--- src/rtl/rr_pulse_arbiter.sv ---
// -----------------------------------------------------------------------------
// rr_pulse_arbiter
//
// Purpose:
//   Shares one downstream valid/ready channel among TOTAL pulse-driven
//   requesters. Each requester strobes i_rdy[i] for one cycle with a WIDTH-bit
//   word. The word is latched per slot and forwarded downstream in round-robin
//   order. Priority rotates after every transfer, and grants can run
//   back-to-back (one transfer per cycle while i_out_rdy is held high).
//
// Configuration macro:
//   RR_PULSE_ARB_OVERRUN_EN - when defined, builds the sticky per-slot overrun
//                             flags. When undefined, o_overrun is tied to 0
//                             and i_overrun_clr is ignored.
//
// Ports:
//   clk            in   1            system clock, rising edge
//   rst_n          in   1            asynchronous active-low reset
//   i_rdy          in   TOTAL        per-slot one-cycle request strobe
//   i_bus_in       in   TOTAL*WIDTH  request data, slot i = [WIDTH*i +: WIDTH]
//   o_bus_out      out  WIDTH        granted word (registered)
//   o_out_valid    out  1            o_bus_out holds a granted word
//   i_out_rdy      in   1            consumer accepts (transfer = valid & rdy)
//   o_out_selected out  clog2(TOTAL) index of the granted slot (registered)
//   o_busy         out  TOTAL        slot holds an undelivered word
//   o_overrun      out  TOTAL        sticky per-slot overrun flag
//   i_overrun_clr  in   TOTAL        per-slot synchronous overrun clear
// -----------------------------------------------------------------------------
module rr_pulse_arbiter #(
  parameter int TOTAL = 4,
  parameter int WIDTH = 8
) (
  input  logic                       clk,
  input  logic                       rst_n,
  input  logic [TOTAL-1:0]           i_rdy,
  input  logic [TOTAL*WIDTH-1:0]     i_bus_in,
  output logic [WIDTH-1:0]           o_bus_out,
  output logic                       o_out_valid,
  input  logic                       i_out_rdy,
  output logic [$clog2(TOTAL)-1:0]   o_out_selected,
  output logic [TOTAL-1:0]           o_busy,
  output logic [TOTAL-1:0]           o_overrun,
  input  logic [TOTAL-1:0]           i_overrun_clr
);

  localparam int SW = $clog2(TOTAL);

  typedef enum logic [0:0] {
    S_IDLE  = 1'b0,
    S_GRANT = 1'b1
  } state_t;

  state_t           r_state;
  state_t           w_state_n;
  logic [WIDTH-1:0] r_latch   [TOTAL];
  logic [WIDTH-1:0] w_latch_n [TOTAL];
  logic [TOTAL-1:0] r_pend;
  logic [TOTAL-1:0] w_pend_n;
  logic [TOTAL-1:0] w_xfer_oh;
  logic [TOTAL-1:0] w_clr;
  logic [SW-1:0]    r_ptr;
  logic [SW-1:0]    w_ptr_n;
  logic [SW-1:0]    r_sel;
  logic [SW-1:0]    w_sel_n;
  logic [SW-1:0]    w_idx;
  logic [WIDTH-1:0] r_bus_out;
  logic [WIDTH-1:0] w_bus_out_n;
  logic             r_refill;
  logic             w_refill_n;
  logic             w_xfer;
  logic             w_found;

  // A transfer happens when a granted word meets a ready consumer.
  assign w_xfer = (r_state == S_GRANT) && i_out_rdy;

  // Next latch contents: a strobe in this edge bypasses the stored word.
  always_comb begin
    for (int i = 0; i < TOTAL; i++) begin
      if (i_rdy[i]) begin
        w_latch_n[i] = i_bus_in[WIDTH*i +: WIDTH];
      end else begin
        w_latch_n[i] = r_latch[i];
      end
    end
  end

  // One-hot of the slot being transferred on this edge.
  always_comb begin
    w_xfer_oh = '0;
    if (w_xfer) begin
      w_xfer_oh[r_sel] = 1'b1;
    end else begin
      w_xfer_oh = '0;
    end
  end

  // r_refill marks that the granted slot was re-strobed while held by
  // backpressure: its latch now holds a second, not yet delivered word, so
  // the transfer of the old word must not drop the slot's pending bit.
  assign w_clr    = r_refill ? '0 : w_xfer_oh;
  assign w_pend_n = (r_pend & ~w_clr) | i_rdy;
  assign w_ptr_n  = w_xfer ? r_sel : r_ptr;

  // Round-robin search of the next-state pending vector from w_ptr_n+1.
  always_comb begin
    int            idx;
    logic [SW-1:0] cand;
    w_found = 1'b0;
    w_idx   = '0;
    idx     = 0;
    cand    = '0;
    for (int k = 1; k <= TOTAL; k++) begin
      idx  = (int'(w_ptr_n) + k) % TOTAL;
      cand = SW'(idx);
      if (!w_found && w_pend_n[cand]) begin
        w_found = 1'b1;
        w_idx   = cand;
      end else begin
        w_found = w_found;
      end
    end
  end

  // Grant FSM: next state, granted word/index and refill tracking.
  always_comb begin
    w_state_n   = r_state;
    w_sel_n     = r_sel;
    w_bus_out_n = r_bus_out;
    w_refill_n  = r_refill;
    case (r_state)
      S_IDLE: begin
        w_refill_n = 1'b0;
        if (w_found) begin
          w_state_n   = S_GRANT;
          w_sel_n     = w_idx;
          w_bus_out_n = w_latch_n[w_idx];
        end else begin
          w_state_n = S_IDLE;
        end
      end
      S_GRANT: begin
        if (i_out_rdy) begin
          w_refill_n = 1'b0;
          if (w_found) begin
            w_state_n   = S_GRANT;
            w_sel_n     = w_idx;
            w_bus_out_n = w_latch_n[w_idx];
          end else begin
            w_state_n = S_IDLE;
          end
        end else begin
          // Held by backpressure: word and index are frozen.
          w_state_n  = S_GRANT;
          w_refill_n = r_refill | i_rdy[r_sel];
        end
      end
      default: begin
        w_state_n  = S_IDLE;
        w_refill_n = 1'b0;
      end
    endcase
  end

  // State, pointer, pending, latch and output registers.
  always_ff @(posedge clk or negedge rst_n) begin
    if (!rst_n) begin
      r_state   <= S_IDLE;
      r_sel     <= '0;
      r_bus_out <= '0;
      r_pend    <= '0;
      r_ptr     <= SW'(TOTAL - 1);
      r_refill  <= 1'b0;
      for (int i = 0; i < TOTAL; i++) begin
        r_latch[i] <= '0;
      end
    end else begin
      r_state   <= w_state_n;
      r_sel     <= w_sel_n;
      r_bus_out <= w_bus_out_n;
      r_pend    <= w_pend_n;
      r_ptr     <= w_ptr_n;
      r_refill  <= w_refill_n;
      for (int i = 0; i < TOTAL; i++) begin
        r_latch[i] <= w_latch_n[i];
      end
    end
  end

`ifdef RR_PULSE_ARB_OVERRUN_EN
  logic [TOTAL-1:0] r_overrun;
  logic [TOTAL-1:0] w_ov_set;

  // A strobe on a busy slot that is not being transferred overwrites a word.
  assign w_ov_set = i_rdy & r_pend & ~w_xfer_oh;

  // Sticky overrun flags; a set on the same edge as a clear wins.
  always_ff @(posedge clk or negedge rst_n) begin
    if (!rst_n) begin
      r_overrun <= '0;
    end else begin
      r_overrun <= (r_overrun & ~i_overrun_clr) | w_ov_set;
    end
  end

  assign o_overrun = r_overrun;
`else
  logic w_unused_clr;
  assign w_unused_clr = ^i_overrun_clr;
  assign o_overrun    = '0;
`endif

  assign o_out_valid    = (r_state == S_GRANT);
  assign o_bus_out      = r_bus_out;
  assign o_out_selected = r_sel;
  assign o_busy         = r_pend;

endmodule

--- config.mk ---
export PLATFORM = sky130hd
export DESIGN_NAME = rr_pulse_arbiter
export DESIGN_NICKNAME = d
export VERILOG_FILES = /design/src/rtl/rr_pulse_arbiter.sv
export SDC_FILE = /design/constraint.sdc
export NUM_CORES = 1
export LEC_CHECK = 0
export CORE_MARGIN = 3
export CORE_UTILIZATION = 40
export DETAILED_ROUTE_END_ITERATION = 10
export HOLD_SLACK_MARGIN = 0.03
export PLACE_DENSITY = 0.67
export SLEW_MARGIN = 5
export SYNTH_ARGS = -nofsm -noshare
export SYNTH_HDL_FRONTEND = slang
export SYNTH_SLANG_ARGS = --single-unit
export TNS_END_PERCENT = 20
--- constraint.sdc ---
create_clock -name clk -period 2.6 [get_ports clk]
set_input_delay 0.26 -clock clk [delete_from_list [all_inputs] [get_ports clk]]
set_output_delay 0.26 -clock clk [all_outputs]
set_load 0.005 [all_outputs]
Yosys cells after proc, flatten, opt, wreduce, memory -nomap -nowiden
Cells that the tools add are included.
Widths: inputs -> output; s select.

storage, ports and cells
  register bits = 50
  bits in latches = 0
  bits in writable memories = 0
  memory bits (read-only) = 0
  input bits = 43
  output and inout bits = 19
  logic and storage cells = 77
  memories kept = 0

cells by class
  $add $sub $neg = 4
  multiply operators = 0
  div/mod/pow operators = 0
  magnitude comparators = 7
  equal/unequal tests = 1
  shift-type cells = 0
  multiplexer cells = 41
  bitwise gates (word level) = 6
  reductions and logical operators = 8

operators with widths
  kind                 number
  $mux 8               8
  $bmux 8 s2           1
  $pmux 8 s2           1
  $lt 2x3->1 const B   5
  $mux 2               7
  $mux 1               13
  $bmux 1 s2           5
  $mux 4               2
  $logic_and 1x1->1    5
  $add 2x1->2 const B  2
  $add 2x2->2 const B  2
  $and 4x4->4          1
  $not 4->4            1
  $or 4x4->4           1
  $pmux 1 s2           2
  $pmux 2 s2           1
  $ge 3x3->1 const B   1
  $logic_not 1->1      3
  $not 2->3            1
  $demux 1 s2          1
  $ge 2x1->1 const B   1
  $ne 2x2->1 const B   1
  $not 1->1            1
  $or 1x1->1           1

Depth between registers and ports, before layout
  depth after elaboration = 28
  depth in mapped cells = 10
  gate-level depth less buffers = 7

Least setup slack after synthesis
OpenSTA, ideal clock, no wires.

  kind = reg2reg
  from = register r_state (netlist: o_out_valid)
  to = register r_bus_out[0] (netlist: o_bus_out[0])
  library setup time = 0.132 ns
  arrival = 1.885 ns
  data required time = 2.468 ns
  slack = 0.583 ns
  stages on the path, launching flop included = 9
  path buffers = 2
  clock period less this slack = 2.017 ns
  cells stage by stage = dfrtp_1 > and4b_4 > a21o_4 > a221o_1 > a21boi_1 > buf_6 > buf_12 > mux2i_1 > o211ai_1

on the way
  word-level cells in the longest chain between the ends = 25

RTL lines
  element                                     line      RTL
  start: declaration                          53        state_t r_state;
  start signal: assignment                    177       r_state <= w_state_n;
  $logic_and 1x1->1                           74        assign w_xfer = (r_state == S_GRANT) && i_out_rdy;
  $mux 4                                      90        if (w_xfer) begin
  $mux 4                                      100       assign w_clr = r_refill ? '0 : w_xfer_oh;
  $not 4->4                                   101       assign w_pend_n = (r_pend & ~w_clr) | i_rdy;
  $and 4x4->4                                 101
  $or 4x4->4                                  101
  $bmux 1 s2                                  115       if (!w_found && w_pend_n[cand]) begin
  $mux 1 (implied by the code)                115
  [8 not listed]                              --
  $logic_and 1x1->1                           115
  $mux 2                                      115
  $not 2->3 (implied by the code)             136, 147
  $bmux 8 s2                                  136, 147
  $mux 8 (implied by the code) (2 in series)  136, 147
  $mux 8                                      133, 144
  $mux 8                                      142       if (i_out_rdy) begin
  $pmux 8 s2                                  130       case (r_state)
  end signal: assignment                      179       r_bus_out <= w_bus_out_n;
  end: declaration                            66        logic [WIDTH-1:0] r_bus_out;

Several ways; a longest one is shown, not always the timed one. The select of a mux whose other input is x is not followed.
A chain may end at the register's enable or synchronous reset.

Worst setup path after layout
  from = input port i_out_rdy
  to = register r_bus_out[2] (netlist: o_bus_out[2])

on the way
  word-level cells in the longest chain between the ends = 25

RTL lines
  element                                     line      RTL
  start: declaration                          39        input logic i_out_rdy,
  $logic_and 1x1->1 *                         74
  $mux 4 *                                    90
  $mux 4 *                                    100
  $not 4->4 *                                 101
  $and 4x4->4 *                               101
  $or 4x4->4 *                                101
  named net w_pend_n[3]                       58        logic [TOTAL-1:0] w_pend_n;
  $bmux 1 s2                                  115
  [9 not listed]                              --
  $logic_and 1x1->1                           115
  $mux 2                                      115
  $not 2->3 (implied by the code)             136, 147
  $bmux 8 s2                                  136, 147
  $mux 8 (implied by the code) (2 in series)  136, 147
  $mux 8 *                                    133, 144
  $mux 8                                      142
  $pmux 8 s2 *                                130

Mark *: on every way through the listed nets, which the timed path passes. The rest lies on a longest branch. The select of a mux whose other input is x is not followed.

==> flow_metrics.py <==
metrics = {
    "setup_path": {
        "start_kind": "input pin",
        "critical_path_required_ns": 2.78,
        "path_max_fanout": 17,
        "rr_worst_depth": 7,
        "worstPathArrival_ns": 2.37,
        "worstSetupPathType": "input pin to flip-flop",
        "end_kind": "flip-flop",
    },
    "timing": {
        "fmax_ghz": 0.458,
        "finalHoldViolCount": 0,
        "finalClockSkew_ns": 0.00507,
        "tns_ns": 0,
        "setup_violations": 0,
        "fin_ws_ns": 0.415,
        "maxSlewViolCount": 0,
        "final.min_clock_period_ns": 2.18,
        "slew_headroom": 0.620,
        "worst_slew_pin_slew_ns": 0.570,
        "period_share": 0.840,
        "rsz0062_at_grt": "no",
    },
    "power_and_ir_drop": {
        "sequentialPowerShare": 0.388,
        "p_sw_frac": 0.320,
        "ir_drop_v": 0.000366,
        "leakage_nw": 1.43,
        "p_switching_mw": 0.858,
        "pwr-share-comb": 0.409,
        "internal_power_mw": 1.82,
        "clock_power_share": 0.203,
        "powerDensity_nw_per_um2": 825,
    },
    "synth": {
        "yosysMostFrequentCell": "dfrtp_1",
        "yosysUniqueCellTypes": 38,
        "ys_ff_latch": 50,
        "synth_warnings": 0,
        "synth_ff_type": "dfrtp_1",
        "synth_top_area_share": 0.475,
        "synthTopCellsByArea": "dfrtp_1, mux2i_1, mux2_2, a211oi_1, o211ai_1",
        "ys_seq_area_frac": 0.496,
        "postSynthCellCount": 211,
        "synth_common_cells": "dfrtp_1, mux2i_1, inv_1",
        "syn_avg_cell_area_um2": 12.0,
        "yosysTopAreaCell": "dfrtp_1",
        "synth_edf_count": 0,
        "synthesis.area_um2": 2530,
        "async_reset_ff_frac": 1.00,
    },
    "global_route": {
        "busiest_layer": "met2",
        "grt_pass1_wl_um": 8540,
        "antenna_found_initial": 0,
        "grt_usage": 0.150,
        "overflow": 0,
        "grt.met3_usage": 0.0327,
        "grt_max_degree": 28,
        "grt_pass1_vias": 1782,
        "met2_usage": 0.239,
        "use_met1": 0.204,
    },
    "floorplanning": {
        "pin_count": 62,
        "coreArea_um2": 6030,
        "std_cell_rows": 28,
        "fp.dieH_um": 85.5,
        "die_w_um": 85.5,
        "start_util": 0.419,
        "die_area_um2": 7310,
    },
    "cells_and_area": {
        "finalInstanceArea_um2": 3250,
        "drive_above_1_share": 0.193,
        "nets": 312,
        "stdcell_count": 345,
        "syn2layout_area_growth_pct": 28.5,
        "n_antenna_cell": 0,
    },
    "detailed_routing": {
        "wl_per_cell_um": 15.0,
        "route.vias.total": 1759,
        "via_per_inst": 5.10,
        "ant_nets": 0,
        "wl_um": 5170,
        "dr.pass1.iters": 4,
        "drt_iter0_drc": 34,
        "drc": 0,
    },
    "placed_design": {
        "placedInstanceArea_um2": 3130,
        "io_buffer_count": 53,
        "placedCellCount": 336,
        "place_ws_ns": 0.0852,
        "gp_congestion": 0.819,
        "dpl.hpwl_um": 3850,
    },
    "clock_network": {
        "cts_buffer_depth": 2,
        "htreeDepth": 2,
        "cts_root_buf": "clkbuf_8",
        "cts.clk_slew.worst_paths_ns": 0.09,
        "cts_tree": "done",
        "cts_buffers": 5,
        "insertion_delay_ns": 0.30,
        "cts_sinks": 50,
        "cts_resized": 0,
    },
    "hold_path": {
        "hp-class": "input pin to asynchronous set/reset pin",
    },
    "run_status": {
        "status": "completed",
    },
    "run": {
        "max_cap_viol_count": 0,
    },
}
[state kept, by name, summed over array words and instances (netlist names)]
name / count
o_out_selected: 2
o_busy: 4
r_refill: 1
o_out_valid: 1
o_bus_out: 8
r_ptr: 2
r_latch: 32
[cell usage in the layout (no fill, tap or decap), types with 4 or more instances in the layout]
master,count
clkdlybuf4s50_1,52
nor2_1,8
inv_1,20
a211oi_1,16
clkbuf_8,5
nand2_1,14
conb_1,4
buf_4,10
dfrtp_1,48
mux2_2,16
o211ai_1,11
mux2i_1,32
[power by group through the flow]
stage               clock, mW  sequential [mW]  combinational [mW]
floorplan                   0             1.03               0.750
global placement            0             1.05                1.10
detailed placement          0             1.06                1.10
CTS                     0.563             1.04                1.11
global route            0.601             1.06                1.20
finish                  0.545             1.04                1.10
[through the flow]
step                      hold slack (ns)  power (mW)   util
final                               0.477        2.68  0.539
after global routing                0.500        2.86  0.539
after CTS                           0.479        2.72  0.539
after detailed placement            0.285        2.16  0.519
after global placement              0.276        2.15  0.519
after floorplan                   -0.0356        1.78      -
[critical path, stage by stage]
cell,delay (ns)
clkdlybuf4s50_1,0.56
and4b_4,0.29
a31oi_4,0.14
a221o_1,0.36
a21boi_2,0.18
buf_12,0.19
mux2i_1,0.25
o211ai_1,0.12
[layout make-up]
cell class              count  area [µm²]
repair buffers             65         631
flip-flops and latches     50        1250
inverters                  22        82.6
multi-input cells         125        1080
clock inverters             2        37.5
clock buffers               6        72.6
fillers                   555        2780
well taps                  75        93.8
[kinds of logic (layout without fill, tap and decap cells)]
kind of cell | count (synthesis) | count (layout) | share of synthesized area
AOI/OAI and AO/OA | 39 | 39 | 0.142
buffers and inverters | 39 | 95 | 0.0837
muxes | 50 | 50 | 0.213
other | 1 | 4 | 0.00148
and+or+nand+nor | 32 | 32 | 0.0644
DFF | 50 | 50 | 0.496
[repair_timing]
item	4_1_cts	5_1_grt
buffers inserted	0	0
hold endpoints to repair	22	0
hold buffers	1	0
[metal layers]
| layer | wire (µm) | part of all wire |
|---|---|---|
| met5 | 0 | 0 |
| met4 | 91 | 0.018 |
| met3 | 253 | 0.049 |
| met2 | 2490 | 0.48 |
| met1 | 2340 | 0.45 |
[path summary, 6_finish.rpt]
check                      slack, ns            to         startpoint
min                             0.48     o_busy[1]              rst_n
max in group asynchronous       1.33      r_ptr[0]              rst_n
max                             0.42  o_bus_out[2]          i_out_rdy
max reg2reg                     0.43  o_bus_out[2]  o_out_selected[1]
min in group clk                0.49   r_latch[31]        r_latch[31]
min reg2reg                     0.49   r_latch[31]        r_latch[31]
Power figures use the tool's default switching activity.
